### src/rtl/maq_h.sv
// Hours machine: BCD hour count 00-23 advanced by minute carries in RUN,
// stepped by up/down button edges in SET, shown in 24 h or 12 h AM/PM form.
module maq_h #(
    parameter int HORA_INICIAL = 0
) (
    input  logic       maqh_clock,
    input  logic       maqh_reset,
    input  logic       maqh_enable,
    input  logic       maqh_incremento,
    input  logic       maqh_ajuste,
    input  logic       maqh_up,
    input  logic       maqh_down,
    input  logic       maqh_modo12,
    output logic [3:0] maqh_lsd,
    output logic [1:0] maqh_msd,
    output logic       maqh_pm,
    output logic       maqh_incrementadia,
    output logic       maqh_ajustando
);

    typedef enum logic {
        RUN = 1'b0,
        SET = 1'b1
    } state_t;

    localparam logic [1:0] MSD_INI = 2'(HORA_INICIAL / 10);
    localparam logic [3:0] LSD_INI = 4'(HORA_INICIAL % 10);

    state_t     state_q, state_d;
    logic [1:0] msd_q, msd_d;
    logic [3:0] lsd_q, lsd_d;
    logic       up_q, down_q;
    logic       dia_q, dia_d;
    logic       up_edge, down_edge;
    logic       at_23;

    always_ff @(posedge maqh_clock or negedge maqh_reset) begin
        if (!maqh_reset) begin
            state_q <= RUN;
            msd_q   <= MSD_INI;
            lsd_q   <= LSD_INI;
            up_q    <= 1'b0;
            down_q  <= 1'b0;
            dia_q   <= 1'b0;
        end else begin
            state_q <= state_d;
            msd_q   <= msd_d;
            lsd_q   <= lsd_d;
            up_q    <= maqh_up;
            down_q  <= maqh_down;
            dia_q   <= dia_d;
        end
    end

    assign up_edge   = maqh_up && !up_q;
    assign down_edge = maqh_down && !down_q;
    assign at_23     = (msd_q == 2'd2) && (lsd_q == 4'd3);

    always_comb begin
        state_d = state_q;
        msd_d   = msd_q;
        lsd_d   = lsd_q;
        dia_d   = 1'b0;
        case (state_q)
            RUN: begin
                if (maqh_enable && maqh_incremento) begin
                    if (at_23) begin
                        msd_d = 2'd0;
                        lsd_d = 4'd0;
                        dia_d = 1'b1;
                    end else if (lsd_q == 4'd9) begin
                        msd_d = msd_q + 2'd1;
                        lsd_d = 4'd0;
                    end else begin
                        lsd_d = lsd_q + 4'd1;
                    end
                end
                if (maqh_ajuste) state_d = SET;
            end
            SET: begin
                // Simultaneous up and down edges cancel out.
                if (up_edge && !down_edge) begin
                    if (at_23) begin
                        msd_d = 2'd0;
                        lsd_d = 4'd0;
                    end else if (lsd_q == 4'd9) begin
                        msd_d = msd_q + 2'd1;
                        lsd_d = 4'd0;
                    end else begin
                        lsd_d = lsd_q + 4'd1;
                    end
                end else if (down_edge && !up_edge) begin
                    if (msd_q == 2'd0 && lsd_q == 4'd0) begin
                        msd_d = 2'd2;
                        lsd_d = 4'd3;
                    end else if (lsd_q == 4'd0) begin
                        msd_d = msd_q - 2'd1;
                        lsd_d = 4'd9;
                    end else begin
                        lsd_d = lsd_q - 4'd1;
                    end
                end
                if (!maqh_ajuste) state_d = RUN;
            end
            default: state_d = RUN;
        endcase
    end

    assign maqh_incrementadia = dia_q;
    assign maqh_ajustando     = (state_q == SET);

    logic [4:0] hora_bin, hora_disp, resto;

    always_comb begin
        hora_bin  = ({3'b000, msd_q} * 5'd10) + {1'b0, lsd_q};
        hora_disp = hora_bin;
        maqh_pm   = 1'b0;
        if (maqh_modo12) begin
            maqh_pm = (hora_bin >= 5'd12);
            if (hora_bin == 5'd0)      hora_disp = 5'd12;
            else if (hora_bin > 5'd12) hora_disp = hora_bin - 5'd12;
        end
        if (hora_disp >= 5'd20) begin
            maqh_msd = 2'd2;
            resto    = hora_disp - 5'd20;
        end else if (hora_disp >= 5'd10) begin
            maqh_msd = 2'd1;
            resto    = hora_disp - 5'd10;
        end else begin
            maqh_msd = 2'd0;
            resto    = hora_disp;
        end
        maqh_lsd = resto[3:0];
    end

endmodule
### config.mk
export PLATFORM = sky130hd
export DESIGN_NAME = maq_h
export DESIGN_NICKNAME = d
export VERILOG_FILES = /design/src/rtl/maq_h.sv
export SDC_FILE = /design/constraint.sdc
export NUM_CORES = 1
export LEC_CHECK = 0
export CELL_PAD_IN_SITES_DETAIL_PLACEMENT = 0
export CELL_PAD_IN_SITES_GLOBAL_PLACEMENT = 1
export CORE_MARGIN = 10
export CORE_UTILIZATION = 44
export DETAILED_ROUTE_END_ITERATION = 10
export HOLD_SLACK_MARGIN = 0.03
export PLACE_DENSITY = 0.95
export SETUP_SLACK_MARGIN = 0.4
export SYNTH_ARGS = -nofsm -noshare
export SYNTH_HDL_FRONTEND = slang
export SYNTH_SLANG_ARGS = --single-unit
### constraint.sdc
create_clock -name maqh_clock -period 6.4 [get_ports maqh_clock]
set_input_delay 0.64 -clock maqh_clock [delete_from_list [all_inputs] [get_ports maqh_clock]]
set_output_delay 0.64 -clock maqh_clock [all_outputs]
set_load 0.03 [all_outputs]
== Word level (Yosys, flattened, before mapping) ==
Index checks and enable logic that the tools add are counted.

* Input bits: 8
* Output and inout bits: 9
* RAM bits: 0
* Word-level logic and storage cells: 70
* Memory bits (read-only): 0
* Register bits after elaboration: 10
* Memories: 0
* Bits in latches: 0

* Divide/modulo/power cells: 0
* $add $sub $neg: 8
* Bitwise gates (word level): 1
* Reduce and logical (&&, ||, !) cells: 16
* Eq/ne operators: 6
* Shift-type cells: 0
* Magnitude comparators: 4
* Multipliers: 1
* Muxes and demuxes: 28

{| class="wikitable"
|+ Operators by type and width
! cell !! number
|-
| $mux 4 || 9
|-
| $mux 2 || 8
|-
| $mux 5 || 3
|-
| $ge 5x4->1 const B || 2
|-
| $pmux 4 s2 || 1
|-
| $logic_and 1x1->1 || 7
|-
| $mux 1 || 6
|-
| $add 5x4->5 || 1
|-
| $ge 5x5->1 const B || 1
|-
| $gt 5x4->1 const B || 1
|-
| $logic_not 5->1 || 1
|-
| $sub 5x4->5 const B || 1
|-
| $add 4x1->4 const B || 1
|-
| $eq 4x2->1 const B || 1
|-
| $eq 4x4->1 const B || 1
|-
| $logic_not 1->1 || 4
|-
| $logic_not 4->1 || 1
|-
| $mul 2x3->4 const B || 1
|-
| $ne 4x1->1 const B || 1
|-
| $pmux 2 s2 || 1
|-
| $sub 4x1->4 const B || 1
|-
| $sub 4x3->4 const B || 1
|-
| $sub 4x4->4 const B || 1
|-
| $ne 3x1->1 const B || 1
|-
| other kinds (8) || 8
|}

== Logic depth before layout (Yosys ltp) ==
Gate-level depths: netlist of the first run.

* Depth in word-level cells: 9
* Gate-level depth with buffers: 15
* Depth with buffers taken out: 14

== Worst setup path after synthesis of the first run ==
Ideal clock, no wire load.

* Path kind: register to output
* From: register lsd_q[1]
* To: output port maqh_msd[0]
* Arrival: 3.642 ns
* Required time: 5.760 ns
* Path slack: 2.118 ns
* Cell stages (with the launch flop): 15
* Path buffers: 1
* Cell sequence: dfrtp_1 > ha_1 > inv_1 > fa_1 > buf_2 > inv_1 > ha_1 > o31a_1 > a31oi_1 > mux2_4 > ha_1 > a21oi_1 > a32o_2 > nor2_1 > a21oi_1

* Cells in the longest elaborated chain, start to end: 8
* Elaborated cells between the ends (all ways): 11
* Those cells by class: add/sub (2); order compare (3); mux (5); reduce/logical (1)

{| class="wikitable"
|+ Ends and longest elaborated chain
! element !! line !! text
|-
| start: declaration || 31 || <nowiki>logic [3:0] lsd_q, lsd_d;</nowiki>
|-
| start signal: assignment || 48 || <nowiki>lsd_q <= lsd_d;</nowiki>
|-
| $add 5x4->5 (*) || 115 || <nowiki>hora_bin = ({3'b000, msd_q} * 5'd10) + {1'b0, lsd_q};</nowiki>
|-
| $sub 5x4->5 or $gt 5x4->1 (tied branches) || 121 || <nowiki>else if (hora_bin > 5'd12) hora_disp = hora_bin - 5'd12;</nowiki>
|-
| $mux 5 || 121 ||
|-
| $mux 5 || 120 || <nowiki>if (hora_bin == 5'd0) hora_disp = 5'd12;</nowiki>
|-
| $mux 5 (*) || 118 || <nowiki>if (maqh_modo12) begin</nowiki>
|-
| $ge 5x4->1 || 126 || <nowiki>end else if (hora_disp >= 5'd10) begin</nowiki>
|-
| $mux 1 || 126 ||
|-
| $mux 2 (*) || 123 || <nowiki>if (hora_disp >= 5'd20) begin</nowiki>
|-
| end: declaration || 15 || <nowiki>output logic [1:0] maqh_msd,</nowiki>
|}

Mark *: on every way between the ends. The rest lies on a longest branch, timed or not.

== Worst setup path in the final report of the first run ==
* From: register lsd_q[1]
* To: output port maqh_lsd[1]

* Cells in the longest elaborated chain, start to end: 8
* Elaborated cells between the ends (all ways): 13
* Those cells by class: add/sub (4); order compare (3); mux (5); reduce/logical (1)

{| class="wikitable"
|+ Ends and longest elaborated chain
! element !! line !! text
|-
| $add 5x4->5 (*) || 115 ||
|-
| $sub 5x4->5 or $gt 5x4->1 (tied branches) || 121 ||
|-
| $mux 5 || 121 ||
|-
| $mux 5 || 120 ||
|-
| $mux 5 (*) || 118 ||
|-
| $sub 4x4->4 or $ge 5x4->1 (tied branches) || 128, 126 ||
|-
| $mux 4 || 126 ||
|-
| $mux 4 (*) || 123 ||
|-
| end: declaration || 14 || <nowiki>output logic [3:0] maqh_lsd,</nowiki>
|}

Marked as above.

==> impl_results.md, run 1 <==
- Startpoint-to-endpoint class of the critical path: reg2out
- Count of antenna-violating nets left after detailed routing: 0
- Max-cap check violation count: 0
- Fin. max-slew vios: 0
- Die Area: 5510 um2
- DRC violations left: 0
- Largest fanout on the critical path: 10
- Post-synth top flop: dfrtp_1
- Average wire per cell in the routed design: 16.6 um
- Most frequent cells in the layout: nor2_1 (16), clkdlybuf4s50_1 (16), a21oi_1 (13), ha_1 (13), nand2_1 (12)
- Clock edge transition at the registers on the reported setup and hold paths: 0.07 ns
- Total number of nets in the final design: 193
- Type of element launching the critical path: flip-flop
- TritonCTS clock tree: done
- # port buffers: 16
- Worst Clk Skew: 0.00358 ns
- Sequential share of the synthesized area: 19.3%
- Number of antenna violations at the first check in global routing: 0
- Post-synth EDFFs: 0
- Worst-case headroom to the max-slew limit: 56.7%
- DR pass1 iterations: 4
- Clock Sinks: 10
- Inserted Clock Buffers: 3
- Synth Register Bits: 10
- Count of endpoints failing setup in the final report: 0
- Die Height: 74.3 um
- Worst-margin pin slew: 0.650 ns
- Hold-fix buffers at CTS: 0
- DIE WIDTH: 74.3 um
- Maximum number of pins on one net before global-route repair: 11
- Vias post-DR: 1221
- Cts repair resizes: 0
- Parity-gate share of the synthesized area counting xor and xnor cells: 2.80%
- Setup total negative slack: 0 ns
- Multiplexer area fraction after synthesis: 4.44%
- Area of the placeable core: 2780 um2
- Detail Route met2 WL: 1.74 mm
- Post-synthesis share of cell area spent on and, or, nand and nor gates: 21.0%
- Met3 routed WL: 79 um
- Syn_nets: 177
- Arrival time of data at the critical path endpoint: 4.65 ns
- Path class of the lowest-slack min-delay path: reg2reg
- Mean post-synth cell area: 8.35 um2
- Met1 Wirelength: 1.50 mm
- Distinct cell type count of the synthesized netlist: 52
- I/O pin total: 17
- Post-synthesis to final-layout area growth: 16.4%
- Endpoint type of the worst setup path: output port
- Post-layout worst setup margin: 1.11 ns
- Top layer in use: met4
- Proportion of synthesized flip-flops having asynchronous set or reset: 100%
- Core Rows: 19
- Post-CTS Setup Repair Bufs: 0
- Highest attainable clock frequency: 189 MHz
- RSZ-0062 raised after global routing: false
- Fraction of the mapped netlist area in adder cells: 14.1%
- Via density per instance: 6.07
- Antenna diode count: 0
- Layout cells sized above 1: 11.8%
- Outcome: finished, final reports clean
- All-layer global routing usage: 12.7%
- Synth Instances: 155
- Final critical path time including I/O delays and setup: 5.29 ns
- Number of warnings reported in the yosys synthesis log: 0
- Filler Cell Count: 269
- Clock H-tree levels: 1
- Clock Latency Late Sink: 0.28 ns
- Total wire length: 3.35 mm
- Worst endpoint required time: 5.76 ns
- Initial standard-cell utilization of the core: 46.6%
- Wire length of the first global-routing pass: 5.80 mm
- Post-route clock period utilization: 82.7%
- Routability Congestion: 0.903
- Combinational family with the most area after synthesis: compound AO/OA/AOI/OAI gates
- DRC marker count from the first detailed-route iteration: 129
- Worst setup slack before clock tree synthesis: 1.46 ns
- Compound-gate portion of the synthesized area: 33.4%
- Via count of the first global-routing pass: 1270
- Netlist area before placement: 1290 um2
- Cell at the root of the clock tree: clkbuf_4
- Total count of hold-check failures in the final report: 0
- Worst-case clock buffer depth: 2
- Placed wire-length estimate: 2.67 mm
- Final global-route overflow total: 0
path summary, 6_finish.rpt:
path	start	to	slack, ns	depth (start not counted)
max in group asynchronous	maqh_reset	up_q	5.40	1
min in group asynchronous	maqh_reset	maqh_incrementadia	0.68	1
max	lsd_q[1]	maqh_lsd[1]	1.11	15
min	msd_q[0]	msd_q[0]	0.57	1
min reg2reg	msd_q[0]	msd_q[0]	0.57	1
max reg2reg	lsd_q[0]	msd_q[1]	4.41	6
cell type report:
type	count	area, um2	area share (%)
clock buffer	4	36.3	2.41
inverter	11	41.3	2.74
timing repair buffer	16	160	10.6
tap	31	38.8	2.57
sequential	10	250	16.6
multi-input combinational	129	981	65.1
state kept, by name, summed over array words and instances (netlist names):
name	cells
msd_q	2
lsd_q	4
maqh_incrementadia	1
up_q	1
down_q	1
maqh_ajustando	1
Yosys cell counts, types with 3 or more instances:
cell type / count / area [um2]
nor2_1: 16 / 60.1
a21oi_1: 13 / 65.1
ha_1: 13 / 163
nand2_1: 12 / 45.0
o21ai_0: 11 / 55.1
dfrtp_1: 10 / 250
inv_1: 9 / 33.8
a31oi_1: 5 / 31.3
nand2b_1: 4 / 25.0
a211oi_1: 3 / 22.5
buf_2: 3 / 15.0
nor2b_1: 3 / 18.8
o31a_1: 3 / 26.3
cell families after synthesis:
logic type,after synthesis
AO/OA/AOI/OAI,58
AND/OR/NAND/NOR,51
buffers and inverters,16
adder cells (fa/ha/maj),14
flip-flops,10
multiplexers,4
XOR/XNOR,2
layer usage:
| metal | global-route usage [%] | vias up |
|---|---|---|
| li1 | - | 605 |
| met1 | 15.7 | 595 |
| met2 | 22.7 | 18 |
| met3 | 1.86 | 3 |
| met4 | 2.85 | 0 |
| met5 | 0 | - |
critical path: stages, from the launching register on:
cell             delay [ns]
dfrtp_1                0.45
ha_1                   0.28
inv_1                  0.08
fa_1                   0.74
inv_1                  0.16
ha_1                   0.24
nor3b_2                0.19
o31a_1                 0.25
a31oi_1                0.15
mux2_4                 0.20
ha_1                   0.19
a21oi_1                0.07
a32o_2                 0.32
o21a_1                 0.17
a32oi_1                0.16
clkdlybuf4s50_1        0.71
through the flow:
stage	util [%]	instance area, um2	hold WS (ns)	std cells
2_1_floorplan	-	1290	0.344	155
4_1_cts	54.2	1510	0.579	201
6_report	54.2	1510	0.569	201
3_5_place_dp	52.9	1470	0.558	197
3_3_place_gp	52.9	1470	0.530	197
5_1_grt	54.2	1510	0.604	201
Power of run 1 is left out: the tool's default activity adds up to more than one toggle a clock period on the data nets, which glitch-free logic cannot reach.
==> run 2: changes to the inputs <==
- CORE_UTILIZATION: 44 -> 37
- PLACE_DENSITY: 0.95 -> 0.87
- clock period: 6.4 -> 4.4 ns (I/O delays scaled with it)
==> impl_results.md, run 2 (synthesis results as in run 1) <==
- Number of antenna violations at the first check in global routing: 0 (unchanged)
- Clock H-tree levels: 1 (unchanged)
- Worst-case headroom to the max-slew limit: 52.2% (-4.4 points)
- Post-route core utilization: 49.9% (-4.3 points)
- Count of antenna-violating nets left after detailed routing: 0 (unchanged)
- Filler Cell Count: 325 (+21%)
- Worst Clk Skew: 0.00263 ns (-0.000943 ns)
- Critical register-to-register path endpoint: lsd_q[2]
- Inserted Clock Buffers: 3 (unchanged)
- All-layer global routing usage: 10.9% (-1.8 points)
- Average wire per cell in the routed design: 15.5 um (-7.0%)
- Fin. max-slew vios: 0 (unchanged)
- Path class of the lowest-slack min-delay path: in2async
- Layout cells sized above 1: 26.8% (+15 points)
- Maximum number of pins on one net before global-route repair: 11 (unchanged)
- Core Rows: 21 (+2)
- Worst endpoint required time: 3.96 ns (-1.80 ns)
- Most common library cell in the layout ignoring fill and taps: nor2_1
- DR pass1 iterations: 4 (unchanged)
- Final critical path time including I/O delays and setup: 3.92 ns
- Post-layout worst setup margin: 0.480 ns (-0.628 ns)
- Largest reg by FF count: lsd_q
- Register Area: 251 um2 (+0.50%)
- Largest stage delay on the critical path: 0.47 ns (-0.27 ns)
- Worst-path cell with the longest stage delay: fa_2
- DRC marker count from the first detailed-route iteration: 140 (+8.5%)
- Area of the placeable core: 3360 um2 (+21%)
- # port buffers: 16 (unchanged)
- Worst R2R Setup Slack: 2.36 ns (-2.05 ns)
- Placed wire-length estimate: 2.68 mm (+0.51%)
- Type of element launching the critical path: flip-flop
- Count of cells along the worst register-to-register path: 9 (+3)
- TritonCTS clock tree: done
- Routability Congestion: 0.943 (+4.5%)
- Most frequent cells in the layout: nor2_1 (15), buf_4 (13), a21oi_1 (12), nand2_1 (12)
- Startpoint-to-endpoint class of the critical path: reg2out
- Arrival time of data at the critical path endpoint: 3.48 ns (-1.17 ns)
- Total wire length: 3.55 mm (+6.0%)
- R2r startpoint: lsd_q[1]
- Cell at the root of the clock tree: clkbuf_4
- Endpoint type of the worst setup path: output port
- Max FFs per register: 4 (unchanged)
- Clock Latency Late Sink: 0.27 ns (about the same)
- Initial standard-cell utilization of the core: 38.5% (-8.1 points)
- Critical-path cell list: ha_4, inv_1, fa_2, buf_6, nand2b_2, o31a_1, a31oi_1, mux2_4, ha_4, a21oi_2, a32o_2, o21a_1, a32oi_2, buf_6
- Largest fanout on the critical path: 8 (-2)
- Clock Sinks: 10 (unchanged)
- Final standard cell count with taps included and fillers excluded: 229 (+14%)
- Hold-fix buffers at CTS: 0 (unchanged)
- Via density per instance: 5.76 (-5.2%)
- Multi-input gate area in the final layout: 1040 um2 (+6.0%)
- Count of endpoints failing setup in the final report: 0 (unchanged)
- Post-route clock period utilization: 89.1%
- DRC violations left: 0 (unchanged)
- Max-cap check violation count: 0 (unchanged)
- Outcome: finished, final reports clean
- Worst-case clock buffer depth: 2 (unchanged)
- Total placed cells including tap cells: 219 (+11%)
- Highest attainable clock frequency: 255 MHz
- I/O pin total: 17 (unchanged)
- Vias post-DR: 1319 (+8.0%)
- Antenna diode count: 0 (unchanged)
- Die Height: 79.2 um (+6.6%)
- Final global-route overflow total: 0 (unchanged)
- Setup total negative slack: 0 ns (unchanged)
- Total count of hold-check failures in the final report: 0 (unchanged)
- Gate family responsible for the most delay along the worst path: compound AO/OA/AOI/OAI gates
- Wire length of the first global-routing pass: 5.70 mm (-1.8%)
- Via count of the first global-routing pass: 1221 (-3.9%)
- Worst setup slack before clock tree synthesis: 0.0598 ns (-1.40 ns)
- Post-synthesis to final-layout area growth: 29.6%
- Worst-margin pin slew: 0.716 ns (+0.0663 ns)
- Clock edge transition at the registers on the reported setup and hold paths: 0.07 ns (about the same)
- Bufs and invs on worst path: 3 (unchanged)
- Total number of nets in the final design: 206 (+6.7%)
- RSZ-0062 raised after global routing: true
- Leading registers by flop count: lsd_q (4), msd_q (2)
- DIE WIDTH: 79.2 um (+6.6%)
- Die Area: 6270 um2 (+14%)
-- run 2: timing repair --
action                                  in CTS  in global routing
pin swaps                                    3                  4
setup buffers                                2                  4
endpoints found under the setup margin       5                  5
gates resized for setup                     13                  9
-- run 2: worst max-delay path by stage --
stage / start / endpoint / slack (ns) / cells after the start
finish: lsd_q[1] / maqh_lsd[1] / 0.48 / 14
floorplan: lsd_q[1] / maqh_msd[0] / 0.41 / 15
global route: msd_q[0] / maqh_lsd[1] / 0.33 / 15
detailed placement: lsd_q[1] / maqh_lsd[3] / 0.06 / 13
CTS: msd_q[0] / maqh_lsd[1] / 0.40 / 15
global placement: lsd_q[1] / maqh_lsd[3] / 0.19 / 13
-- run 2: layer usage --
layer	share of wire (%)	wire length, um	track usage (%)
met5	0	0	0
met4	2.0	72	3.41
met3	4.7	166	2.59
met2	51	1820	19.3
met1	42	1490	12.5
-- run 2: layout make-up --
type,count,share of cell area (%)
Clock buffer,4,2.16
Inverter,11,2.46
Multi-Input combinational cell,129,62.0
Sequential cell,10,15.0
Tap cell,46,3.43
Timing Repair Buffer,29,15.0
-- run 2: metrics by stage --
step / hold WS, ns / instance area [um2]
2_1_floorplan: 0.144 / 1310
3_3_place_gp: 0.597 / 1550
3_5_place_dp: 0.609 / 1550
4_1_cts: 0.494 / 1630
5_1_grt: 0.506 / 1680
6_report: 0.474 / 1680
Power of run 2 is left out for the same reason.
==> run 3: changes to the inputs <==
- CORE_UTILIZATION: 37 -> 43
- DONT_BUFFER_PORTS: default -> 1
- PLACE_DENSITY: 0.87 -> 0.88
==> impl_results.md, run 3 (synthesis results as in run 1) <==
- Outcome: finished, final reports clean
- Max FFs per register: 4 (unchanged)
- TritonCTS clock tree: done
- Largest reg by FF count: lsd_q
- Post-route clock period utilization: 88.0% (-1.1 points)
- Worst Clk Skew: 0.00609 ns (+0.00346 ns)
- Fin. max-slew vios: 0 (unchanged)
- Post-synthesis to final-layout area growth: 18.6%
- Number of antenna violations at the first check in global routing: 0 (unchanged)
- Critical register-to-register path endpoint: lsd_q[2]
- Multi-input gate area in the final layout: 1080 um2 (+3.5%)
- Count of endpoints failing setup in the final report: 0 (unchanged)
- Maximum number of pins on one net before global-route repair: 11 (unchanged)
- Vias post-DR: 1260 (-4.5%)
- Clock Sinks: 10 (unchanged)
- Register Area: 251 um2 (unchanged)
- Instance area after placement: 1350 um2 (-13%)
- Most common cell on crit path: ha_4
- Largest stage delay on the critical path: 0.54 ns (+0.07 ns)
- Path class of the lowest-slack min-delay path: in2reg
- Leading registers by flop count: lsd_q (4), msd_q (2)
- Count of cells along the worst register-to-register path: 7 (-2)
- Final critical path time including I/O delays and setup: 3.87 ns (-0.0467 ns)
- Die Height: 74.9 um (-5.4%)
- Endpoint type of the worst setup path: output port
- All-layer global routing usage: 12.5% (+1.6 points)
- Worst endpoint required time: 3.96 ns (about the same)
- DRC violations left: 0 (unchanged)
- Worst-margin pin slew: 0.704 ns (-0.0123 ns)
- Final standard cell area without fillers: 1540 um2 (-8.4%)
- Inserted Clock Buffers: 3 (unchanged)
- Initial standard-cell utilization of the core: 45.8% (+7.3 points)
- Antenna diode count: 0 (unchanged)
- Max-cap check violation count: 0 (unchanged)
- Area of the placeable core: 2830 um2 (-16%)
- Clock H-tree levels: 1 (unchanged)
- Wire length of the first global-routing pass: 5.74 mm (+0.72%)
- Worst R2R Setup Slack: 2.11 ns (-0.25 ns)
- Cell at the root of the clock tree: clkbuf_4
- Filler Cell Count: 249 (-23%)
- I/O pin total: 17 (unchanged)
- Die Area: 5610 um2 (-11%)
- Via count of the first global-routing pass: 1206 (-1.2%)
- Final global-route overflow total: 0 (unchanged)
- Most frequent cells in the layout: nor2_1 (15), a21oi_1 (13), o21ai_0 (11), nand2_1 (11), buf_4 (11)
- Count of antenna-violating nets left after detailed routing: 0 (unchanged)
- Clock edge transition at the registers on the reported setup and hold paths: 0.07 ns (about the same)
- Clock Latency Late Sink: 0.27 ns (about the same)
- Most common library cell in the layout ignoring fill and taps: nor2_1
- Critical-path cell list: ha_4, inv_1, fa_2, inv_2, ha_4, nor3b_4, o31a_1, a31oi_1, mux2_4, ha_4, a21oi_1, a32o_2, o21a_1, a32oi_4
- Via density per instance: 6.40 (+11%)
- R2r startpoint: lsd_q[0]
- DRC marker count from the first detailed-route iteration: 60 (-57%)
- Worst-case headroom to the max-slew limit: 53.1% (+0.82 points)
- Total number of nets in the final design: 189 (-8.3%)
- RSZ-0062 raised after global routing: true
- Worst-path cell with the longest stage delay: fa_2
- Arrival time of data at the critical path endpoint: 3.43 ns (-0.05 ns)
- Core Rows: 19 (-9.5%)
- Setup total negative slack: 0 ns (unchanged)
- Total wire length: 3.52 mm (-0.70%)
- Total count of hold-check failures in the final report: 0 (unchanged)
- DR pass1 iterations: 4 (unchanged)
- Largest fanout on the critical path: 5 (-3)
- Type of element launching the critical path: flip-flop
- Number of instances on the worst hold path: 0
- Worst-case clock buffer depth: 2 (unchanged)
- Highest attainable clock frequency: 258 MHz (+1.2%)
- Routability Congestion: 0.917 (-2.8%)
- Startpoint-to-endpoint class of the critical path: reg2out
- # port buffers: 0 (-16)
- Average wire per cell in the routed design: 17.9 um (+15%)
- Hold Path Sink: maqh_ajustando
- DIE WIDTH: 74.9 um (-5.4%)
- Start point of the worst hold path: maqh_ajuste
- Layout cells sized above 1: 25.3% (-1.5 points)
- Placed wire-length estimate: 2.50 mm (-6.9%)
-- run 3: critical path, delay by kind of cell, from the launching register on --
family | cells | cell delay (ns)
muxes | 1 | 0.20
DFF | 1 | 0.42
buffers and inverters | 2 | 0.12
and+or+nand+nor | 1 | 0.15
AOI/OAI and AO/OA | 6 | 1.25
adders and majority gates | 4 | 1.02
-- run 3: layout make-up --
class | count | area share [%]
multi-input combinational | 129 | 70.0
tap | 31 | 2.52
inverter | 11 | 2.69
timing repair buffer | 12 | 6.03
clock buffer | 4 | 2.36
sequential | 10 | 16.4
-- run 3: per-stage QoR --
stage                     cells  hold slack (ns)  worst slack, ns  utilization, %
final                       197            0.192            0.526            54.3
after global placement      185            0.145            0.359            47.8
after floorplan             155            0.144            0.406               -
after global routing        197            0.177            0.365            54.3
after CTS                   195            0.189            0.420            52.5
after detailed placement    185            0.145            0.310            47.8
-- run 3: repair_timing --
item	in CTS	in global routing
endpoints found under the hold margin	10	0
buffers inserted	5	2
gates resized for setup	9	6
hold buffers	1	0
setup endpoints to repair	5	4
pin swaps	3	4
-- run 3: worst max-delay path by stage --
| stage | from | end | depth (start not counted) |
|---|---|---|---|
| finish | msd_q[0] | maqh_lsd[1] | 14 |
| global route | msd_q[0] | maqh_lsd[1] | 14 |
| CTS | msd_q[0] | maqh_lsd[1] | 14 |
| detailed placement | msd_q[0] | maqh_lsd[1] | 14 |
| global placement | msd_q[0] | maqh_lsd[1] | 14 |
| floorplan | lsd_q[1] | maqh_msd[0] | 15 |
-- run 3: layer usage --
layer | vias to the layer above | wire, um | global-route usage (%)
met5 | - | 0 | 0
met2 | 46 | 1630 | 20.1
met4 | 0 | 29 | 2.73
met1 | 603 | 1600 | 16.4
met3 | 6 | 262 | 3.15
li1 | 605 | - | -
Power of run 3 is left out for the same reason.
